--- config.mk ---
export PLATFORM = sky130hd
export DESIGN_NAME = mult_div_unit_flat
export DESIGN_NICKNAME = d
export VERILOG_FILES = /design/src/rtl/mult_div_unit_if.sv /design/src/rtl/mult_div_unit.sv /design/src/flat_wrapper.sv
export SDC_FILE = /design/constraint.sdc
export NUM_CORES = 1
export LEC_CHECK = 0
export ABC_AREA = 1
export ABC_CLOCK_PERIOD_IN_PS = 8300
export BUFFER_PORTS_ARGS = -buffer_cell sky130_fd_sc_hd__buf_2
export CAP_MARGIN = 20
export CORE_UTILIZATION = 35
export CTS_BUF_LIST = sky130_fd_sc_hd__clkbuf_4 sky130_fd_sc_hd__clkbuf_8
export DETAILED_ROUTE_END_ITERATION = 10
export PLACE_DENSITY = 0.51
export SETUP_SLACK_MARGIN = 0.3
export SYNTH_ARGS = -nofsm -noshare
export SYNTH_HDL_FRONTEND = slang
export SYNTH_SLANG_ARGS = --single-unit
--- constraint.sdc ---
create_clock -name clk -period 8.3 [get_ports clk]
set_input_delay 0.83 -clock clk [delete_from_list [all_inputs] [get_ports clk]]
set_output_delay 0.83 -clock clk [all_outputs]
set_load 0.02 [all_outputs]
--- src/rtl/mult_div_unit_if.sv ---
// Request/result bundle between the control unit and the mult/div unit.
// Master issues start pulses with operands; slave returns HI/LO and status.
interface mult_div_unit_if #(
  parameter int WIDTH = 32
);
  logic             start_mult;
  logic             start_div;
  logic [WIDTH-1:0] a;
  logic [WIDTH-1:0] b;
  logic [WIDTH-1:0] hi;
  logic [WIDTH-1:0] lo;
  logic             busy;
  logic             done;
  logic             div_zero;

  modport master (
    output start_mult, start_div, a, b,
    input  hi, lo, busy, done, div_zero
  );

  modport slave (
    input  start_mult, start_div, a, b,
    output hi, lo, busy, done, div_zero
  );
endinterface

--- src/rtl/mult_div_unit.sv ---
// Multicycle signed multiply/divide unit with HI/LO result registers.
// Shift-add multiply and restoring divide on magnitudes, one bit per cycle.
module mult_div_unit #(
  parameter int WIDTH = 32
) (
  input  logic           clk,
  input  logic           reset,
  mult_div_unit_if.slave bus
);
  localparam int CW = $clog2(WIDTH) + 1;
  localparam int DW = 2 * WIDTH;
  localparam logic [CW-1:0] LAST = CW'(WIDTH - 1);

  typedef enum logic [1:0] {
    S_IDLE,
    S_MULT,
    S_DIV,
    S_FIN
  } state_t;

  state_t           state_q, state_d;
  logic [CW-1:0]    cnt_q, cnt_d;
  logic [DW-1:0]    acc_q, acc_d;
  logic [WIDTH:0]   rem_q, rem_d;
  logic [WIDTH-1:0] opd_q, opd_d;
  logic             neg_res_q, neg_res_d;
  logic             neg_rem_q, neg_rem_d;
  logic [WIDTH-1:0] hi_q, hi_d;
  logic [WIDTH-1:0] lo_q, lo_d;
  logic             done_q, done_d;
  logic             dz_q, dz_d;
  logic             busy_q, busy_d;

  logic [WIDTH-1:0] mag_a, mag_b;
  logic [WIDTH:0]   add_sum;
  logic [WIDTH:0]   rem_sh;
  logic [WIDTH:0]   rem_sub;
  logic             rem_ge;
  logic [DW-1:0]    prod;

  // opd_q holds the multiplicand (mult) or the divisor (div) magnitude
  always_comb begin
    mag_a   = bus.a[WIDTH-1] ? -bus.a : bus.a;
    mag_b   = bus.b[WIDTH-1] ? -bus.b : bus.b;
    add_sum = {1'b0, acc_q[DW-1:WIDTH]}
            + {1'b0, opd_q & {WIDTH{acc_q[0]}}};
    rem_sh  = {rem_q[WIDTH-1:0], acc_q[WIDTH-1]};
    rem_sub = rem_sh - {1'b0, opd_q};
    rem_ge  = rem_q[WIDTH] | (rem_sh >= {1'b0, opd_q});
  end

  always_comb begin
    state_d   = state_q;
    cnt_d     = cnt_q;
    acc_d     = acc_q;
    rem_d     = rem_q;
    opd_d     = opd_q;
    neg_res_d = neg_res_q;
    neg_rem_d = neg_rem_q;
    hi_d      = hi_q;
    lo_d      = lo_q;
    done_d    = 1'b0;
    dz_d      = 1'b0;
    prod      = '0;
    unique case (state_q)
      S_IDLE: begin
        if (bus.start_mult) begin
          state_d   = S_MULT;
          cnt_d     = '0;
          acc_d     = {{WIDTH{1'b0}}, mag_b};
          opd_d     = mag_a;
          neg_res_d = bus.a[WIDTH-1] ^ bus.b[WIDTH-1];
          neg_rem_d = bus.a[WIDTH-1];
        end else if (bus.start_div) begin
          cnt_d     = '0;
          acc_d     = {{WIDTH{1'b0}}, mag_a};
          rem_d     = '0;
          opd_d     = mag_b;
          neg_res_d = bus.a[WIDTH-1] ^ bus.b[WIDTH-1];
          neg_rem_d = bus.a[WIDTH-1];
          if (bus.b == '0) begin
            state_d = S_FIN;
            done_d  = 1'b1;
            dz_d    = 1'b1;
          end else begin
            state_d = S_DIV;
          end
        end
      end
      S_MULT: begin
        acc_d = {add_sum, acc_q[WIDTH-1:1]};
        cnt_d = cnt_q + CW'(1);
        if (cnt_q == LAST) begin
          state_d = S_FIN;
          done_d  = 1'b1;
          prod    = neg_res_q ? -acc_d : acc_d;
          hi_d    = prod[DW-1:WIDTH];
          lo_d    = prod[WIDTH-1:0];
        end
      end
      S_DIV: begin
        rem_d = rem_ge ? rem_sub : rem_sh;
        acc_d = {acc_q[DW-1:WIDTH], acc_q[WIDTH-2:0], rem_ge};
        cnt_d = cnt_q + CW'(1);
        if (cnt_q == LAST) begin
          state_d = S_FIN;
          done_d  = 1'b1;
          lo_d    = neg_res_q ? -acc_d[WIDTH-1:0] : acc_d[WIDTH-1:0];
          hi_d    = neg_rem_q ? -rem_d[WIDTH-1:0] : rem_d[WIDTH-1:0];
        end
      end
      S_FIN: begin
        state_d = S_IDLE;
        cnt_d   = '0;
      end
      default: state_d = S_IDLE;
    endcase
    busy_d = (state_d != S_IDLE);
  end

  always_ff @(posedge clk or negedge reset) begin
    if (!reset) begin
      state_q   <= S_IDLE;
      cnt_q     <= '0;
      acc_q     <= '0;
      rem_q     <= '0;
      opd_q     <= '0;
      neg_res_q <= 1'b0;
      neg_rem_q <= 1'b0;
      hi_q      <= '0;
      lo_q      <= '0;
      done_q    <= 1'b0;
      dz_q      <= 1'b0;
      busy_q    <= 1'b0;
    end else begin
      state_q   <= state_d;
      cnt_q     <= cnt_d;
      acc_q     <= acc_d;
      rem_q     <= rem_d;
      opd_q     <= opd_d;
      neg_res_q <= neg_res_d;
      neg_rem_q <= neg_rem_d;
      hi_q      <= hi_d;
      lo_q      <= lo_d;
      done_q    <= done_d;
      dz_q      <= dz_d;
      busy_q    <= busy_d;
    end
  end

  assign bus.hi       = hi_q;
  assign bus.lo       = lo_q;
  assign bus.busy     = busy_q;
  assign bus.done     = done_q;
  assign bus.div_zero = dz_q;
endmodule

--- src/flat_wrapper.sv ---
// flat-port wrapper written by rule: the top's interface ports become plain ports
module mult_div_unit_flat 
#(
  parameter int WIDTH = 32
)
  (clk, reset, bus_start_mult, bus_start_div, bus_a, bus_b, bus_hi, bus_lo, bus_busy, bus_done, bus_div_zero);
  mult_div_unit_if #(.WIDTH(WIDTH)) bus_i ();
  input  logic clk;
  input  logic reset;
  input wire logic [$bits(bus_i.start_mult)-1:0] bus_start_mult;
  input wire logic [$bits(bus_i.start_div)-1:0] bus_start_div;
  input wire logic [$bits(bus_i.a)-1:0] bus_a;
  input wire logic [$bits(bus_i.b)-1:0] bus_b;
  output wire logic [$bits(bus_i.hi)-1:0] bus_hi;
  output wire logic [$bits(bus_i.lo)-1:0] bus_lo;
  output wire logic [$bits(bus_i.busy)-1:0] bus_busy;
  output wire logic [$bits(bus_i.done)-1:0] bus_done;
  output wire logic [$bits(bus_i.div_zero)-1:0] bus_div_zero;
  assign bus_i.start_mult = bus_start_mult;
  assign bus_i.start_div = bus_start_div;
  assign bus_i.a = bus_a;
  assign bus_i.b = bus_b;
  assign bus_hi = bus_i.hi;
  assign bus_lo = bus_i.lo;
  assign bus_busy = bus_i.busy;
  assign bus_done = bus_i.done;
  assign bus_div_zero = bus_i.div_zero;
  mult_div_unit #(.WIDTH(WIDTH)) u_core (.clk(clk), .reset(reset), .bus(bus_i));
endmodule
==> flow_summary_export.csv <==
group,metric,value,unit
route,first_pass_iters,6,
yosys,synthesis.area,19400,sq um
timing,period_share,54.6,%
yosys,synth_edf_count,0,
timing,min_period,4.53,ns
grt,grt_use_met3,4.32,%
setup_path,worstPathCellList,"inv_1 > ha_1 > nand2_2 > nor2_1 > nand3_1 > nand3_2 > nand2_1 > nand3_2 > nand2_4 > nand2_4 > inv_2 > ha_1 > nor2_1 > buf_4 > clkinv_1 > o211ai_1 > o21ai_0 > nand2_1 > nand2_1",
timing,setup_tns,0,ns
grt,grt_busiest_layer,"met2",
setup_path,max_stage_delay,0.58,ns
yosys,async_flop_share,100,%
yosys,ys.flop_type,"dfrtp_1",
clock_tree,hold_buffers,0,
route,wl_per_cell,20.3,microns
route,ant_nets,0,
placement,pre_cts_slack,3.76,ns
route,drc,0,
yosys,yosys_warnings,0,
setup_path,r2r-start,"u_core.opd_q[8]",
run_status,status,"completed",
timing,clock-skew-final,0.0587,ns
setup_path,cp_common_cell,"nand2_1",
pwr,irDropWorstVdd,0.226,mV
floorplanning,fp.dieArea,56500,sq um
grt,grt_pass1_vias,20287,
placement,dp_hpwl,64400,microns
grt,met2_usage,43.0,%
final_layout,fin_cells,3996,
flow_run,maxCapViolCount,0,
timing,setup_viol,0,
timing,hold_viol,0,
timing,timing.hold.ws,0.221,ns
placement,portBuffers,134,
floorplanning,die_y,238,microns
clock_tree,cts_tree,"yes",
pwr,netSwitchingPower,4.72,mW
setup_path,endpoint_kind,"register",
yosys,synthTopCellsByArea,"dfrtp_1, nand2_1, inv_1",
pwr,p_seq_share,22.8,%
final_layout,drive_above_1_share,9.03,%
placement,place.gp.congestion,0.991,
final_layout,final_cell_mix,"nand2_1, inv_1, nor2_1, nand3_1, o21ai_0",
timing,maxSlewHeadroom,30.5,%
timing,rsz0062_at_grt,"no",
final_layout,fin_nets,3369,
clock_tree,clk_latency,0.65,ns
final_layout,post-route-util,39.8,%
setup_path,crit_slowest_cell,"nand2_4",
yosys,ys_ff_latch,206,
pwr,pwr-share-clk,14.1,%
yosys,ys_seq_area_share,26.5,%
clock_tree,clk_pin_slew,0.06,ns
clock_tree,cts_max_level,2,
route,vias_per_cell,5.47,
setup_path,crit_required,8.84,ns
min_path,hp-class,"input pin to asynchronous set/reset pin",
placement,place_inst,3918,
setup_path,arrival,5.06,ns
grt,grt_max_degree,100,
setup_path,start_kind,"register",
pwr,power.internal,3.64,mW
setup_path,crit_path_start,"u_core.opd_q[8]",
yosys,yosysUniqueCellTypes,57,
timing,fmax,221,MHz
floorplanning,start_util,35.8,%
pwr,comb_power_share,63.1,%
floorplanning,fp.dieW,238,microns
grt,grt_pass1_wl,124000,microns
grt,antenna_found_initial,1,
setup_path,path_max_fanout,47,
floorplanning,fp.coreArea,54300,sq um
floorplanning,io_pins,135,
timing,tightest_slew,1.04,ns
pwr,p_leak,11.0,nW
route,vias,21847,
grt,grt_usage,28.7,%
pwr,p_sw_share,56.4,%
clock_tree,cts_root_buffer,"clkbuf_8",
final_layout,syn_to_final_growth,11.4,%
route,first_iter_violations,1975,
yosys,syn_inst,3145,
floorplanning,fp-row-count,85,
grt,grt_remaining_overflow,0,
clock_tree,cts_buffers,42,
setup_path,setup.worst_path.class,"register to register",
timing,worst_slack,3.77,ns
timing,drv_slew,0,
final_layout,mostFrequentLayoutCell,"nand2_1",
yosys,yosysTopAreaCellShare,26.5,%
yosys,avgSynthCellArea,6.18,sq um
yosys,yosys.area.top_type,"dfrtp_1",
clock_tree,cts_setup_buffers,0,
route,wl,81300,microns
clock_tree,ctsResizeCount,0,
grt,grt_use_met1,42.6,%
pwr,power_density,386,nW/um^2
clock_tree,clock-sinks,206,
clock_tree,clockBufferDepth,3,
yosys,synth_nets,3289,
[cell usage after synthesis (15+ instances only)]
| cell | number |
|---|---|
| nand2_1 | 789 |
| inv_1 | 432 |
| nor2_1 | 366 |
| nand3_1 | 259 |
| o21ai_0 | 219 |
| dfrtp_1 | 206 |
| a21oi_1 | 177 |
| clkbuf_1 | 93 |
| ha_1 | 74 |
| o22ai_1 | 56 |
| nor3_1 | 55 |
| xor2_1 | 50 |
| nand4_1 | 45 |
| a31oi_1 | 40 |
| xnor2_1 | 34 |
| o211ai_1 | 33 |
| a221oi_1 | 20 |
| a22oi_1 | 20 |
| nor2_2 | 16 |
| nand3b_1 | 15 |
[area by class of cell]
| class | count | area (sq um) |
|---|---|---|
| fillers | 5975 | 32700 |
| multi-input cells | 2377 | 12100 |
| flip-flops and latches | 206 | 5160 |
| inverters | 446 | 1670 |
| well taps | 739 | 925 |
| repair buffers | 152 | 876 |
| clock buffers | 64 | 800 |
| clock inverters | 11 | 86.3 |
| diodes | 1 | 2.50 |
[metal layers]
layer  share of wire (%)  vias to the layer above
li1                    -                    10564
met3                 7.4                      106
met2                  42                      818
met1                  48                    10359
met5                   0                        -
met4                 2.5                        0
[state kept, by name (all words and copies together), names as in the netlist, 2 cells and up]
name            flops
u_core.acc_q       64
u_core.rem_q       33
u_core.bus.hi      32
u_core.bus.lo      32
u_core.opd_q       32
u_core.cnt_q        6
u_core.state_q      2
[final timing paths]
check                                    endpoint  slack [ns]  depth (start not counted)
max in group asynchronous         u_core.acc_q[0]        6.60                          2
worst max-delay path            u_core.bus.lo[14]        3.77                         19
min in group clk                u_core.bus.lo[14]        0.49                          2
worst min-delay path             u_core.bus.lo[9]        0.22                          1
worst max register to register  u_core.bus.lo[14]        3.77                         19
worst min register to register  u_core.bus.lo[14]        0.49                          2
[logic make-up after synthesis]
| group | after synthesis | share of synthesized area (%) |
|---|---|---|
| xor gates and xnor gates | 84 | 3.79 |
| adders and majority gates | 76 | 4.97 |
| buffers and inverters | 562 | 11.2 |
| and+or+nand+nor | 1585 | 34.5 |
| DFF | 206 | 26.5 |
| AOI/OAI and AO/OA | 632 | 19.0 |
[through the flow]
stage | instance area, sq um | power (mW)
CTS | 21600 | 8.27
floorplan | 19400 | 5.27
finish | 21700 | 8.36
global route | 21700 | 9.00
global placement | 20700 | 7.03
detailed placement | 20700 | 7.06
[power by group through the flow]
| stage | Sequential (mW) | Clock (mW) | Combinational (mW) |
|---|---|---|---|
| after floorplan | 1.83 | 0 | 3.45 |
| after global placement | 1.91 | 0 | 5.12 |
| after detailed placement | 1.92 | 0 | 5.15 |
| after CTS | 1.90 | 1.20 | 5.16 |
| after global routing | 1.93 | 1.24 | 5.82 |
| final | 1.91 | 1.18 | 5.28 |
[worst max-delay path: cells and delay by family (launching register included)]
kind                       cells  cell delay (ns)
DFF                            1             0.52
buffers and inverters          4             1.00
adders and majority gates      2             0.69
AOI/OAI and AO/OA              2             0.36
and+or+nand+nor               11             1.82
Power figures use the tool's default switching activity.
